--- src/rtl/muldiv_seq_if.sv ---
// muldiv_seq_if: request/response bundle between the EX stage and the
// iterative multiply/divide sequencer, including the HI/LO register view.
interface muldiv_seq_if #(
    parameter int WIDTH = 32
);
    logic             start;
    logic [1:0]       op;
    logic [WIDTH-1:0] rs_val;
    logic [WIDTH-1:0] rt_val;
    logic             hilo_rd;
    logic [1:0]       hilo_we;
    logic [WIDTH-1:0] hilo_wdata;
    logic             busy;
    logic             done;
    logic             stall;
    logic [WIDTH-1:0] hi;
    logic [WIDTH-1:0] lo;

    modport master (
        output start, op, rs_val, rt_val, hilo_rd, hilo_we, hilo_wdata,
        input  busy, done, stall, hi, lo
    );

    modport slave (
        input  start, op, rs_val, rt_val, hilo_rd, hilo_we, hilo_wdata,
        output busy, done, stall, hi, lo
    );
endinterface

--- src/rtl/muldiv_seq.sv ---
// muldiv_seq: iterative MULT/MULTU/DIV/DIVU sequencer owning HI/LO.
// Define MULDIV_DIV_EN to build the restoring-divide datapath; without it,
// divide ops take the divide-by-zero path (HI/LO untouched, done after FIX).
//
// state | meaning
// ------+---------------------------------------------------------------
// IDLE  | waiting for start; MTHI/MTLO writes accepted
// CALC  | one radix-2 iteration per cycle, WIDTH cycles
// FIX   | sign fix-up, HI/LO written (skipped for divide-by-zero)
module muldiv_seq #(
    parameter int WIDTH = 32
) (
    input  logic          clk,
    input  logic          reset,
    muldiv_seq_if.slave   bus
);
    localparam int CW = $clog2(WIDTH);

    typedef enum logic [1:0] {IDLE, CALC, FIX} state_t;

    state_t             state_q, state_d;
    logic [CW-1:0]      count_q, count_d;
    logic [WIDTH-1:0]   opa_q, opa_d;
    logic [2*WIDTH-1:0] acc_q, acc_d;
    logic               neg_res_q, neg_res_d;
    logic               skip_q, skip_d;
    logic [WIDTH-1:0]   hi_q, hi_d;
    logic [WIDTH-1:0]   lo_q, lo_d;
    logic               done_q, done_d;

    logic               busy;
    logic               rs_neg, rt_neg;
    logic [WIDTH-1:0]   rs_mag, rt_mag;
    logic [WIDTH:0]     mul_sum;
    logic [2*WIDTH-1:0] mul_next;
    logic [2*WIDTH-1:0] mul_fix;

`ifdef MULDIV_DIV_EN
    logic               is_div_q, is_div_d;
    logic               neg_rem_q, neg_rem_d;
    logic [WIDTH:0]     div_shift;
    logic               div_ge;
    logic [WIDTH-1:0]   div_rem;
    logic [2*WIDTH-1:0] div_next;
`endif

    assign busy      = (state_q != IDLE);
    assign bus.busy  = busy;
    assign bus.done  = done_q;
    assign bus.stall = busy & (bus.hilo_rd | (bus.hilo_we != 2'b00) | bus.start);
    assign bus.hi    = hi_q;
    assign bus.lo    = lo_q;

    // Operand magnitudes and single-iteration datapath steps
    always_comb begin
        rs_neg   = bus.op[0] & bus.rs_val[WIDTH-1];
        rt_neg   = bus.op[0] & bus.rt_val[WIDTH-1];
        rs_mag   = rs_neg ? -bus.rs_val : bus.rs_val;
        rt_mag   = rt_neg ? -bus.rt_val : bus.rt_val;
        // shift-add: upper half accumulates multiplicand, whole pair shifts right
        mul_sum  = {1'b0, acc_q[2*WIDTH-1:WIDTH]} + (acc_q[0] ? {1'b0, opa_q} : '0);
        mul_next = {mul_sum, acc_q[WIDTH-1:1]};
        mul_fix  = neg_res_q ? -acc_q : acc_q;
`ifdef MULDIV_DIV_EN
        // restoring step: remainder in upper half, quotient shifts in at bit 0
        div_shift = acc_q[2*WIDTH-1:WIDTH-1];
        div_ge    = (div_shift >= {1'b0, opa_q});
        div_rem   = div_shift[WIDTH-1:0] - opa_q;
        div_next  = {(div_ge ? div_rem : div_shift[WIDTH-1:0]), acc_q[WIDTH-2:0], div_ge};
`endif
    end

    // Next-state, datapath and HI/LO update
    always_comb begin
        state_d   = state_q;
        count_d   = count_q;
        opa_d     = opa_q;
        acc_d     = acc_q;
        neg_res_d = neg_res_q;
        skip_d    = skip_q;
        hi_d      = hi_q;
        lo_d      = lo_q;
        done_d    = 1'b0;
`ifdef MULDIV_DIV_EN
        is_div_d  = is_div_q;
        neg_rem_d = neg_rem_q;
`endif

        // MTHI/MTLO only while idle; a same-cycle start overwrites later in FIX
        if (!busy) begin
            if (bus.hilo_we[1]) hi_d = bus.hilo_wdata;
            if (bus.hilo_we[0]) lo_d = bus.hilo_wdata;
        end

        case (state_q)
            IDLE: begin
                if (bus.start) begin
                    neg_res_d = rs_neg ^ rt_neg;
                    count_d   = '0;
                    skip_d    = 1'b0;
`ifdef MULDIV_DIV_EN
                    is_div_d  = bus.op[1];
                    neg_rem_d = rs_neg;
                    if (bus.op[1]) begin
                        acc_d = {{WIDTH{1'b0}}, rs_mag};
                        opa_d = rt_mag;
                        if (bus.rt_val == '0) begin
                            skip_d  = 1'b1;
                            state_d = FIX;
                        end else begin
                            state_d = CALC;
                        end
                    end else begin
                        acc_d   = {{WIDTH{1'b0}}, rt_mag};
                        opa_d   = rs_mag;
                        state_d = CALC;
                    end
`else
                    if (bus.op[1]) begin
                        skip_d  = 1'b1;
                        state_d = FIX;
                    end else begin
                        acc_d   = {{WIDTH{1'b0}}, rt_mag};
                        opa_d   = rs_mag;
                        state_d = CALC;
                    end
`endif
                end
            end
            CALC: begin
                count_d = count_q + CW'(1);
`ifdef MULDIV_DIV_EN
                acc_d   = is_div_q ? div_next : mul_next;
`else
                acc_d   = mul_next;
`endif
                if (count_q == CW'(WIDTH - 1)) state_d = FIX;
            end
            FIX: begin
                state_d = IDLE;
                done_d  = 1'b1;
                if (!skip_q) begin
`ifdef MULDIV_DIV_EN
                    if (is_div_q) begin
                        lo_d = neg_res_q ? -acc_q[WIDTH-1:0] : acc_q[WIDTH-1:0];
                        hi_d = neg_rem_q ? -acc_q[2*WIDTH-1:WIDTH] : acc_q[2*WIDTH-1:WIDTH];
                    end else begin
                        hi_d = mul_fix[2*WIDTH-1:WIDTH];
                        lo_d = mul_fix[WIDTH-1:0];
                    end
`else
                    hi_d = mul_fix[2*WIDTH-1:WIDTH];
                    lo_d = mul_fix[WIDTH-1:0];
`endif
                end
            end
            default: state_d = IDLE;
        endcase
    end

    // State and datapath registers, synchronous reset discards in-flight op
    always_ff @(posedge clk) begin
        if (reset) begin
            state_q   <= IDLE;
            count_q   <= '0;
            opa_q     <= '0;
            acc_q     <= '0;
            neg_res_q <= 1'b0;
            skip_q    <= 1'b0;
            hi_q      <= '0;
            lo_q      <= '0;
            done_q    <= 1'b0;
`ifdef MULDIV_DIV_EN
            is_div_q  <= 1'b0;
            neg_rem_q <= 1'b0;
`endif
        end else begin
            state_q   <= state_d;
            count_q   <= count_d;
            opa_q     <= opa_d;
            acc_q     <= acc_d;
            neg_res_q <= neg_res_d;
            skip_q    <= skip_d;
            hi_q      <= hi_d;
            lo_q      <= lo_d;
            done_q    <= done_d;
`ifdef MULDIV_DIV_EN
            is_div_q  <= is_div_d;
            neg_rem_q <= neg_rem_d;
`endif
        end
    end
endmodule

--- src/flat_wrapper.sv ---
// flat-port wrapper written by rule: the top's interface ports become plain ports
module muldiv_seq_flat 
#(
    parameter int WIDTH = 32
)
  (clk, reset, bus_start, bus_op, bus_rs_val, bus_rt_val, bus_hilo_rd, bus_hilo_we, bus_hilo_wdata, bus_busy, bus_done, bus_stall, bus_hi, bus_lo);
  muldiv_seq_if #(.WIDTH(WIDTH)) bus_i ();
  input  logic clk;
  input  logic reset;
  input wire logic [$bits(bus_i.start)-1:0] bus_start;
  input wire logic [$bits(bus_i.op)-1:0] bus_op;
  input wire logic [$bits(bus_i.rs_val)-1:0] bus_rs_val;
  input wire logic [$bits(bus_i.rt_val)-1:0] bus_rt_val;
  input wire logic [$bits(bus_i.hilo_rd)-1:0] bus_hilo_rd;
  input wire logic [$bits(bus_i.hilo_we)-1:0] bus_hilo_we;
  input wire logic [$bits(bus_i.hilo_wdata)-1:0] bus_hilo_wdata;
  output wire logic [$bits(bus_i.busy)-1:0] bus_busy;
  output wire logic [$bits(bus_i.done)-1:0] bus_done;
  output wire logic [$bits(bus_i.stall)-1:0] bus_stall;
  output wire logic [$bits(bus_i.hi)-1:0] bus_hi;
  output wire logic [$bits(bus_i.lo)-1:0] bus_lo;
  assign bus_i.start = bus_start;
  assign bus_i.op = bus_op;
  assign bus_i.rs_val = bus_rs_val;
  assign bus_i.rt_val = bus_rt_val;
  assign bus_i.hilo_rd = bus_hilo_rd;
  assign bus_i.hilo_we = bus_hilo_we;
  assign bus_i.hilo_wdata = bus_hilo_wdata;
  assign bus_busy = bus_i.busy;
  assign bus_done = bus_i.done;
  assign bus_stall = bus_i.stall;
  assign bus_hi = bus_i.hi;
  assign bus_lo = bus_i.lo;
  muldiv_seq #(.WIDTH(WIDTH)) u_core (.clk(clk), .reset(reset), .bus(bus_i));
endmodule
--- config.mk ---
export PLATFORM = sky130hd
export DESIGN_NAME = muldiv_seq_flat
export DESIGN_NICKNAME = d
export VERILOG_FILES = /design/src/rtl/muldiv_seq_if.sv /design/src/rtl/muldiv_seq.sv /design/src/flat_wrapper.sv
export SDC_FILE = /design/constraint.sdc
export NUM_CORES = 1
export LEC_CHECK = 0
export CAP_MARGIN = 20
export CORE_AREA = 8 8 135 188
export DETAILED_ROUTE_END_ITERATION = 10
export DIE_AREA = 0 0 143 196
export MAX_ROUTING_LAYER = met4
export PLACE_DENSITY = 0.77
export SYNTH_ARGS = -nofsm -noshare
export SYNTH_HDL_FRONTEND = slang
export SYNTH_SLANG_ARGS = --single-unit
--- constraint.sdc ---
create_clock -name clk -period 8.4 [get_ports clk]
set_input_delay 1.68 -clock clk [delete_from_list [all_inputs] [get_ports clk]]
set_output_delay 1.68 -clock clk [all_outputs]
set_load 0.03 [all_outputs]
[After elaboration in Yosys (flattened, before gate mapping)]
Cells that the tools add are included.
Word-level totals
  flip-flop bits (word level): 170
  input bits: 104
  output and inout port bits: 67
  word-level logic and storage cells: 59
Cells by class
  add/sub/neg operators: 5
  equality and inequality tests: 6
  muxes and demuxes: 23
  bitwise operators: 7
  reduce and logical (&&, ||, !) cells: 9
Operators with widths (number)
  32-bit 2-to-1 mux: 11
  64-bit 2-to-1 mux: 3
  64-bit one-hot mux with 2 select lines: 1
  32-bit negation: 2
  64-bit negation: 1
  32-bit by 33-bit adder with 33-bit output: 1
  5-bit one-hot mux with 2 select lines: 1
  2-bit 2-to-1 mux: 3
  2-bit AND reduction: 3
  3-bit AND reduction: 2
  2-bit nonzero test: 3
  5-bit by 1-bit adder with 5-bit output (second input constant): 1
  5-bit == test (second input constant): 1
  5-bit 2-to-1 mux: 1
  2-bit != test (second input constant): 2
  2-bit one-hot mux with 2 select lines: 1
  1-bit bitwise AND: 3
  2-bit by 1-bit == test with 1-bit output (second input constant): 1
  2-bit == test (second input constant): 1
  2-bit logical NOT: 1
  1-bit 2-to-1 mux: 2
  2-bit by 1-bit != test with 1-bit output (second input constant): 1
  1-bit OR: 2
  1-bit NOT: 1
  1-bit XOR: 1

[Logic depth before layout (Yosys ltp)]
Gate-level depths: netlist of run 1.
  depth in word-level cells: 5
  depth in mapped cells: 14
  mapped depth without buffers: 12

[Worst setup path after synthesis of run 1]
OpenSTA, ideal clock, no wires.
  kind: input to register
  from: input port bus_rs_val[12]
  to: register u_core.opa_q[26]
  library setup time: 86 ps
  arrival time: 3813 ps
  data required time: 8314 ps
  setup slack: 4501 ps
  cell stages on the path: 6
  buffers on the path: 0
  cells stage by stage: or4_1 > or3_1 > nor4_1 > a41oi_1 > xnor2_1 > a211oi_1
Between the ends
  word-level cells in the longest chain between the ends: 2
RTL lines
  start: declaration: line flat_wrapper.sv:12  | input wire logic [$bits(bus_i.rs_val)-1:0] bus_rs_val;
  32-bit negation: line muldiv_seq.sv:58  | rs_mag = rs_neg ? -bus.rs_val : bus.rs_val;
  32-bit 2-to-1 mux: line muldiv_seq.sv:58
  end signal: assignment: line muldiv_seq.sv:180  | opa_q <= opa_d;
  end: declaration: line muldiv_seq.sv:23  | logic [WIDTH-1:0] opa_q, opa_d;
No other way between the ends.
A chain may end at the register's enable or synchronous reset.

[Worst setup path after layout of run 1]
  from: input port bus_start
  to: output port bus_stall
Between the ends
  word-level cells in the longest chain between the ends: 2
RTL lines
  start: declaration: line flat_wrapper.sv:10  | input wire logic [$bits(bus_i.start)-1:0] bus_start;
  1-bit OR: line muldiv_seq.sv:50  | assign bus.stall = busy & (bus.hilo_rd | (bus.hilo_we != 2'b00) | bus.start);
  1-bit bitwise AND: line muldiv_seq.sv:50
  end: declaration: line flat_wrapper.sv:19  | output wire logic [$bits(bus_i.stall)-1:0] bus_stall;
No other way between the ends.

==> flow_summary_export.csv, run 1 <==
group,metric,value,unit
grt,antenna_found_initial,1,
sta,tightest_slew,1100,ps
synthesis,synth_area,0.0111,mm^2
clock_network,clockRootBuffer,"clkbuf_16",
synthesis,syn_nets,1539,
die,rows,66,
synthesis,synthCells,1397,
setup_path,worstPathRequired,6720,ps
setup_path,crit_path_end_kind,"output port",
sta,worst_slack,3540,ps
placement,dpl_cell_area,0.0129,mm^2
finish,nNetsFinal,1645,
die,die_x,143,um
power,power_frac_seq,40.7,%
synthesis,ys_ff_latch,170,
detailed_routing,dr_wl_met2,16100,um
synthesis,synth_largest_area_cell,"dfxtp_1",
power,swShare,31.0,%
grt,grt_overflow_total,0,
placement,dp_hpwl,25000,um
detailed_routing,wire_per_inst,17.9,um
setup_path,worst_setup_path_start_kind,"input pin",
power,p_sw,0.688,mW
clock_network,cts_made_buffers,17,
clock_network,cts_setup_buffers,0,
placement,dp_slack,3540,ps
detailed_routing,antenna_left,0,
synthesis,yosys_warnings,0,
die,dieHeight,196,um
grt,grt_use_total,23.5,%
placement,post-place-cells,1789,
sta,setup_violations,0,
setup_path,arrival,3180,ps
clock_network,htree_levels,4,
finish,final_cells,1823,
clock_network,clk_latency,440,ps
power,p_leak,5.14,nW
sta,relSlewSlack,25.9,%
detailed_routing,wl_met1,13600,um
synthesis,yosysSeqAreaShare,30.7,%
placement,io_buffers,170,
setup_path,crit_path_max_fanout,7,
detailed_routing,dr.pass1.iters,5,
power,clkPwrFrac,35.4,%
sta,slew_viol_final,0,
detailed_routing,drc,0,
power,ir_worst_vdd,0.155,mV
power,internal-power,1.53,mW
detailed_routing,top_layer_used,"met4",
sta,finalCritPeriodShare,57.9,%
sta,rsz0062_at_grt,"false",
detailed_routing,viasPerCell,5.85,
synthesis,ys.flop_type,"dfxtp_1",
sta,tns,0,ps
grt,grt_pass1_vias,9937,
sta,report.final.hold_viol_count,0,
finish,layout-drive-gt1-share,3.89,%
finish,area_delta_synth_final,21.9,%
placement,place_congestion,0.911,
die,start_util,48.9,%
grt,grt_pass1_wl,51600,um
sta,fin_skew,9.05,ps
finish,fin_util,59.5,%
clock_network,clk_pin_slew,60,ps
detailed_routing,wl_met3,2100,um
grt,grt_max_degree,83,
detailed_routing,via_count,10659,
synthesis,yosysTopAreaCellShare,30.7,%
synthesis,synth_edf_count,0,
clock_network,cts_resized,0,
die,io_pins,171,
sta,post-route-min-period,4860,ps
job,maxCapViolCount,0,
min_path,min_path_type,"flip-flop to flip-flop",
clock_network,cts_buffer_depth,2,
sta,whs,450,ps
detailed_routing,routed_wl,32600,um
clock_network,clkSinkCount,170,
sta,fmax,206,MHz
finish,finish.instance_area,0.0135,mm^2
clock_network,cts_tree,"done",
detailed_routing,dr.first_iter.drc_count,604,
power,p_comb_share,23.8,%
clock_network,cts_hold_buf,0,
die,die-area,0.0280,mm^2
status,outcome,"complete, no violations",
power,finalPower,2.22,mW
synthesis,synth_area_per_cell,7.94,um^2
synthesis,synth.distinct_cells,61,
synthesis,async_flop_share,0,%
setup_path,critical_path_class,"input pin to output port",
power,powerDensity,164,mW/mm^2
synthesis,synth_area_leaders,"dfxtp_1 31%, nor2_1 6.2%, xnor2_1 6.2%",
die,fp.coreArea,0.0227,mm^2
[path summary, 6_finish.rpt]
kind	startpoint	end	slack (ps)	cells after the start
worst min-delay path	u_core.opa_q[27]$_SDFFE_PP0P_	u_core.opa_q[27]$_SDFFE_PP0P_	450	2
worst max register to register	u_core.acc_q[0]$_SDFFE_PP0P_	u_core.acc_q[61]$_SDFFE_PP0P_	4960	13
worst min register to register	u_core.opa_q[27]$_SDFFE_PP0P_	u_core.opa_q[27]$_SDFFE_PP0P_	450	2
worst max-delay path	bus_start	bus_stall	3540	4
[power by group through the flow]
stage | combinational, mW | clock, mW | sequential (mW)
finish | 0.530 | 0.787 | 0.905
global route | 0.573 | 0.833 | 0.911
CTS | 0.526 | 0.795 | 0.908
detailed placement | 0.524 | 0 | 0.926
global placement | 0.517 | 0 | 0.924
floorplan | 0.282 | 0 | 0.962
[Yosys cell counts, drive strengths merged, types with 15 or more instances]
cell / number
nor3: 17
mux2i: 64
dfxtp: 170
or3: 19
nor2: 184
ha: 37
o22ai: 23
nand3: 19
and2: 41
xnor2: 78
buf: 16
o31ai: 25
clkbuf: 76
o41ai: 15
or4: 18
nand2: 108
nor4: 15
a21oi: 101
a211oi: 89
a21o: 17
a22oi: 23
o21ai: 62
xor2: 68
inv: 20
[flip-flops by register name, summed over array words and instances (netlist names)]
| signal | count |
|---|---|
| u_core.opa_q | 32 |
| u_core.acc_q | 64 |
| u_core.bus.hi | 32 |
| u_core.bus.done | 1 |
| u_core.state_q | 2 |
| u_core.bus.lo | 32 |
| u_core.skip_q | 1 |
| u_core.count_q | 5 |
| u_core.neg_res_q | 1 |
[layout by cell type, fill, tap and decap left out, types with 16 or more instances in the layout]
cell	netlist	routed
or3_1	17	17
xor2_1	68	68
clkbuf_16	0	17
nor2_1	184	183
ha_1	37	37
mux2i_1	64	64
xnor2_1	78	78
o21ai_0	61	61
o22ai_1	23	23
a21oi_1	101	101
a21o_1	17	17
o31ai_1	23	23
and2_1	41	39
a22oi_1	23	23
nand3_1	19	19
nor3_1	17	17
a211oi_1	89	89
nand2_1	108	108
dfxtp_1	170	169
clkdlybuf4s50_1	0	169
or4_1	16	16
inv_1	20	20
[critical path, cell delays in order]
cell	delay (ps)
clkdlybuf4s50_1	540
nor4_1	280
nor2_1	70
clkdlybuf4s50_1	620
[logic make-up (layout without fill, tap and decap cells)]
family	Yosys count	count (layout)	share of synthesized area, %
AO/OA/AOI/OAI	401	401	23.9
XOR/XNOR	146	146	11.5
adder cells (fa/ha/maj)	38	38	4.35
buffers and inverters	112	231	3.80
flip-flops	170	170	30.7
multiplexers	65	65	5.88
other	0	1	0
AND/OR/NAND/NOR	465	465	19.8
[per-layer routing]
layer | global-route usage, % | vias to the layer above
li1 | - | 5280
met1 | 27.8 | 4995
met2 | 39.0 | 338
met3 | 4.23 | 46
met4 | 8.49 | 0
met5 | - | -
[area by class of cell]
class                      count  area (um^2)
antenna                        1         2.50
clock buffer                  20          447
fill                        2045         9190
inverter                      20         75.1
tap                          306          383
timing repair buffer         179         1780
clock inverter                12          141
sequential                   170         3400
multi-input combinational   1115         7290
Power figures use the tool's default switching activity.
==> run 2: changes to the inputs <==
- clock period: 8.4 -> 4.86 ns (I/O delays scaled with it)
==> run 2 against run 1 <==
Effect of this change: setup slack got worse by 2200 ps; combinational power up 72%; worst hold slack lost 2.5 ps; cell area down 0.19%; sequential share of layout area about the same; global-route usage grew 0.17 points; count of clock-buffer cells in the layout rose by 1; clock skew decreased by 2.4 ps; first-iteration DRC count increased by 5.6%; non-clock buffer count increased by 1.
==> flow_summary_export.csv, run 2 (synthesis gave the netlist of run 1 again) <==
group,metric,value,unit
detailed_routing,antenna_left,0,
grt,antenna_found_initial,0,
placement,place_congestion,0.893,
status,outcome,"complete, no violations",
min_path,min_path_type,"flip-flop to flip-flop",
finish,layout-drive-gt1-share,4.02,%
power,power_frac_seq,41.6,%
clock_network,htree_levels,4,
grt,grt_overflow_total,0,
clock_network,cts_buffer_depth,2,
finish,fill_cells,2059,
clock_network,clkSinkCount,170,
min_path,whs_path_depth,2,
sta,report.final.hold_viol_count,0,
power,internal-power,2.57,mW
setup_path,r2r_cells,11,
grt,grt_pass1_wl,52200,um
detailed_routing,drc,0,
power,clkPwrFrac,34.3,%
finish,final_cells,1823,
setup_path,critical_path_class,"input pin to output port",
sta,setup_violations,0,
clock_network,cts_setup_buffers,0,
clock_network,cts_hold_buf,0,
power,swShare,31.9,%
sta,tns,0,ps
die,start_util,48.9,%
power,p_leak,5.13,nW
clock_network,cts_made_buffers,17,
detailed_routing,viasPerCell,5.80,
die,fp.coreArea,0.0227,mm^2
detailed_routing,dr.first_iter.drc_count,638,
die,io_pins,171,
die,dieHeight,196,um
clock_network,cts_tree,"done",
placement,post-place-cells,1790,
setup_path,worst_setup_path_start_kind,"input pin",
detailed_routing,wire_per_inst,18.0,um
job,maxCapViolCount,0,
sta,rsz0062_at_grt,"false",
clock_network,clk_pin_slew,60,ps
sta,relSlewSlack,31.0,%
sta,finalCritPeriodShare,72.0,%
die,die_x,143,um
power,ir_worst_vdd,0.268,mV
grt,grt_use_total,23.7,%
placement,io_buffers,170,
setup_path,crit_path_end_kind,"output port",
setup_path,crit_path_max_fanout,7,
grt,grt_pass1_vias,10124,
finish,mostFrequentLayoutCell,"nor2_1",
power,powerDensity,280,mW/mm^2
placement,dp_hpwl,25400,um
finish,nNetsFinal,1646,
detailed_routing,via_count,10576,
setup_path,worstPathRequired,3890,ps
sta,tightest_slew,1040,ps
detailed_routing,routed_wl,32900,um
clock_network,cts_resized,0,
finish,largest_register_ffs,64,
clock_network,clockRootBuffer,"clkbuf_16",
finish,mostFrequentLayoutCells,"183 x nor2_1, 169 x clkdlybuf4s50_1, 169 x dfxtp_1",
die,die-area,0.0280,mm^2
grt,grt_max_degree,81,
die,rows,66,
detailed_routing,dr.pass1.iters,6,
power,p_sw,1.20,mW
sta,fin_skew,6.70,ps
sta,slew_viol_final,0,
sta,post-route-min-period,3500,ps
setup_path,arrival,2530,ps
sta,fmax,286,MHz
finish,area_delta_synth_final,21.7,%
power,p_comb_share,24.1,%
clock_network,clk_latency,440,ps
finish,diodes,0,
finish,regMostFlops,"u_core.acc_q",
## run 2: cell types whose count changed in the layout (fill, tap and decap cells not counted), sizes merged
cell,change
clkinv,+3
bufinv,-2
buf,+1
clkbuf,+1
clkinvlp,-1
diode,-1
inv,-1
## run 2: metrics by stage
step / total power [mW] / cell area, um^2 / worst slack [ps] / hold slack [ps] / utilization [%]
floorplan: 2.15 / 11100 / 1670 / 427 / -
global placement: 2.49 / 12900 / 1110 / 438 / 56.9
detailed placement: 2.51 / 12900 / 991 / 444 / 56.9
CTS: 3.79 / 13500 / 1340 / 453 / 59.3
global route: 3.93 / 13500 / 1180 / 478 / 59.4
finish: 3.78 / 13500 / 1360 / 447 / 59.4
## run 2: power groups by stage
| stage | Sequential [mW] | Clock, mW | Combinational, mW |
|---|---|---|---|
| 2_1_floorplan | 1.66 | 0 | 0.488 |
| 3_3_place_gp | 1.60 | 0 | 0.888 |
| 3_5_place_dp | 1.61 | 0 | 0.900 |
| 4_1_cts | 1.58 | 1.30 | 0.904 |
| 5_1_grt | 1.58 | 1.36 | 0.986 |
| 6_report | 1.57 | 1.29 | 0.912 |
## run 2: routing by layer
layer | wire (um) | GRT usage (%) | share of wire (%) | up-vias
met4 | 739 | 7.86 | 2.2 | 0
met3 | 1850 | 3.65 | 5.6 | 52
li1 | - | - | - | 5271
met1 | 14100 | 27.9 | 43 | 4918
met5 | 0 | - | 0 | -
met2 | 16200 | 40.1 | 49 | 335
## run 2: path summary, 6_finish.rpt
path | from | end | slack [ps]
hold / removal | u_core.opa_q[30]$_SDFFE_PP0P_ | u_core.opa_q[30]$_SDFFE_PP0P_ | 450
setup / recovery | bus_start | bus_stall | 1360
setup reg to reg | u_core.acc_q[0]$_SDFFE_PP0P_ | u_core.acc_q[61]$_SDFFE_PP0P_ | 1380
hold reg to reg | u_core.opa_q[30]$_SDFFE_PP0P_ | u_core.opa_q[30]$_SDFFE_PP0P_ | 450
## run 2: area by class of cell
| cell class | count | area, um^2 | share of cell area (%) |
|---|---|---|---|
| timing repair buffer | 180 | 1790 | 13.2 |
| sequential | 170 | 3400 | 25.2 |
| inverter | 20 | 75.1 | 0.556 |
| clock inverter | 11 | 87.6 | 0.649 |
| multi-input combinational | 1115 | 7290 | 54.0 |
| tap | 306 | 383 | 2.84 |
| clock buffer | 21 | 470 | 3.49 |
## run 2: critical path: stages
cell,delay (ps)
clkdlybuf4s50_1,560
nor4_1,300
nor2_1,70
clkdlybuf4s50_1,630
==> run 3: changes to the inputs <==
- PLACE_DENSITY: 0.77 -> 0.8
- clock period: 4.86 -> 3.1 ns (I/O delays scaled with it)
==> run 3 against run 2 <==
Effect of this change: clock skew grew 3.9 ps; global-route usage up 1.2 points; sequential cell count unchanged; via count increased by 4.6%; critical endpoint is now u_core.bus.hi[14]$_SDFF_PP0_; largest power group unchanged; final cell count grew 5.4%; routed wire length rose by 4.2%; total power grew 66%; cell area increased by 6.7%; worst hold slack worse by 1.2 ps; first-iteration DRC count grew 7.1%; critical path type is now flip-flop to flip-flop; sequential power is 55% higher; clock power grew 73%.
==> flow_summary_export.csv, run 3 (synthesis gave the netlist of run 1 again) <==
group,metric,value,unit
finish,finish.instance_area,0.0144,mm^2
die,fp.coreArea,0.0227,mm^2
finish,layout-drive-gt1-share,10.4,%
die,start_util,48.9,%
sta,tightest_slew,871,ps
setup_path,startpoint,"u_core.acc_q[8]$_SDFFE_PP0P_",
clock_network,clkSinkCount,170,
sta,slew_viol_final,0,
clock_network,cts_setup_buffers,0,
setup_path,r2r_cells,7,
status,outcome,"complete, no violations",
clock_network,clk_pin_slew,70,ps
detailed_routing,antenna_left,0,
power,ir_worst_vdd,0.385,mV
clock_network,clockRootBuffer,"clkbuf_16",
sta,fin_skew,10.6,ps
detailed_routing,drc,0,
placement,dpl_cell_area,0.0137,mm^2
die,die-area,0.0280,mm^2
finish,diodes,0,
clock_network,cts_hold_buf,0,
die,dieHeight,196,um
sta,report.final.hold_viol_count,0,
sta,post-route-min-period,2990,ps
grt,grt_pass1_vias,10755,
die,io_pins,171,
detailed_routing,viasPerCell,5.76,
setup_path,r2r_slack,110,ps
finish,final_cells,1921,
sta,relSlewSlack,41.7,%
finish,regMostFlops,"u_core.acc_q",
placement,post-place-cells,1889,
setup_path,critical_path_class,"flip-flop to flip-flop",
grt,grt_max_degree,66,
die,rows,66,
grt,grt_pass1_wl,54600,um
setup_path,reg2reg_from,"u_core.acc_q[8]$_SDFFE_PP0P_",
finish,mostFrequentLayoutCell,"nor2_1",
finish,nNetsFinal,1744,
finish,area_delta_synth_final,29.8,%
detailed_routing,dr.pass1.iters,7,
setup_path,crit_path_end_kind,"flip-flop",
sta,finalCritPeriodShare,96.5,%
clock_network,cts_buffer_depth,2,
sta,fmax,334,MHz
setup_path,crit_path_max_fanout,6,
grt,grt_use_total,24.8,%
grt,antenna_found_initial,0,
detailed_routing,dr.first_iter.drc_count,683,
power,p_leak,5.70,nW
detailed_routing,wire_per_inst,17.8,um
placement,dp_hpwl,27200,um
finish,fill_cells,1944,
setup_path,worstReg2RegEnd,"u_core.bus.hi[14]$_SDFF_PP0_",
setup_path,worstPathRequired,3390,ps
min_path,min_path_type,"flip-flop to flip-flop",
power,powerDensity,435,mW/mm^2
finish,multiInputGateArea,0.00734,mm^2
detailed_routing,via_count,11063,
sta,setup_violations,0,
finish,seq_area,0.00340,mm^2
die,die_x,143,um
detailed_routing,routed_wl,34200,um
clock_network,cts_made_buffers,17,
job,maxCapViolCount,0,
placement,place_congestion,0.924,
placement,io_buffers,170,
clock_network,htree_levels,4,
clock_network,cts_tree,"done",
clock_network,clk_latency,440,ps
grt,grt_overflow_total,0,
finish,mostFrequentLayoutCells,"183 x nor2_1, 169 x clkdlybuf4s50_1, 169 x dfxtp_1",
setup_path,worst_setup_path_start_kind,"flip-flop",
setup_path,crit_end,"u_core.bus.hi[14]$_SDFF_PP0_",
setup_path,arrival,3280,ps
finish,largest_register_ffs,64,
-- run 3: changes by cell type in the layout (fill, tap and decap cells not counted), sizes merged --
cell,before,now
clkinvlp,4,1
buf,11,109
clkbuf,21,19
inv,22,23
clkinv,5,6
bufinv,0,3
-- run 3: timing repair --
item	in CTS	in global routing
setup endpoints to repair	0	11
resized for setup	0	12
hold endpoints to repair	0	0
-- run 3: area by class of cell --
class,instances,area share (%)
Clock buffer,19,3.15
Clock inverter,13,1.15
Inverter,20,0.521
Multi-Input combinational cell,1115,51.0
Sequential cell,170,23.6
Tap cell,306,2.66
Timing Repair Buffer,278,17.9
-- run 3: worst min-delay path by stage --
stage,to,startpoint,cells after the start
after global placement,u_core.opa_q[31]$_SDFFE_PP0P_,u_core.opa_q[31]$_SDFFE_PP0P_,2
after CTS,u_core.opa_q[29]$_SDFFE_PP0P_,u_core.opa_q[29]$_SDFFE_PP0P_,2
after detailed placement,u_core.opa_q[29]$_SDFFE_PP0P_,u_core.opa_q[29]$_SDFFE_PP0P_,2
after global routing,u_core.opa_q[29]$_SDFFE_PP0P_,u_core.opa_q[29]$_SDFFE_PP0P_,2
after floorplan,u_core.opa_q[25]$_SDFFE_PP0P_,u_core.opa_q[25]$_SDFFE_PP0P_,2
final,u_core.opa_q[29]$_SDFFE_PP0P_,u_core.opa_q[29]$_SDFFE_PP0P_,2
-- run 3: power by group --
group | switching (mW) | internal, mW | leakage (nW) | total [mW]
Combinational | 0.883 | 0.708 | 4.01 | 1.59
Clock | 0.912 | 1.32 | 0.304 | 2.23
Sequential | 0.108 | 2.33 | 1.39 | 2.44
Total | 1.90 | 4.36 | 5.70 | 6.26
-- run 3: per-stage QoR --
| stage | setup WS, ps | TNS (ps) | power [mW] | utilization, % | hold WS [ps] |
|---|---|---|---|---|---|
| 6_report | 108 | 0 | 6.26 | 63.4 | 446 |
| 5_1_grt | -70.6 | -103 | 6.50 | 63.4 | 470 |
| 4_1_cts | 63.6 | 0 | 6.25 | 63.2 | 448 |
| 3_5_place_dp | -45.5 | -186 | 4.05 | 60.4 | 441 |
| 3_3_place_gp | -43.5 | -110 | 4.01 | 60.4 | 438 |
| 2_1_floorplan | 152 | 0 | 3.37 | - | 427 |
-- run 3: routing by layer --
layer / GRT usage (%) / part of all wire, %
met4: 10.6 / 3.5
met1: 28.6 / 41
met2: 41.1 / 48
met3: 4.94 / 7.4
met5: - / 0
-- run 3: worst max-delay path, cell delays in order (launching register included) --
cell,delay (ps)
dfxtp_1,360
or4_4,520
or3_4,360
or4_4,540
or3_1,450
o41ai_2,260
xor2_1,240
o22ai_1,120
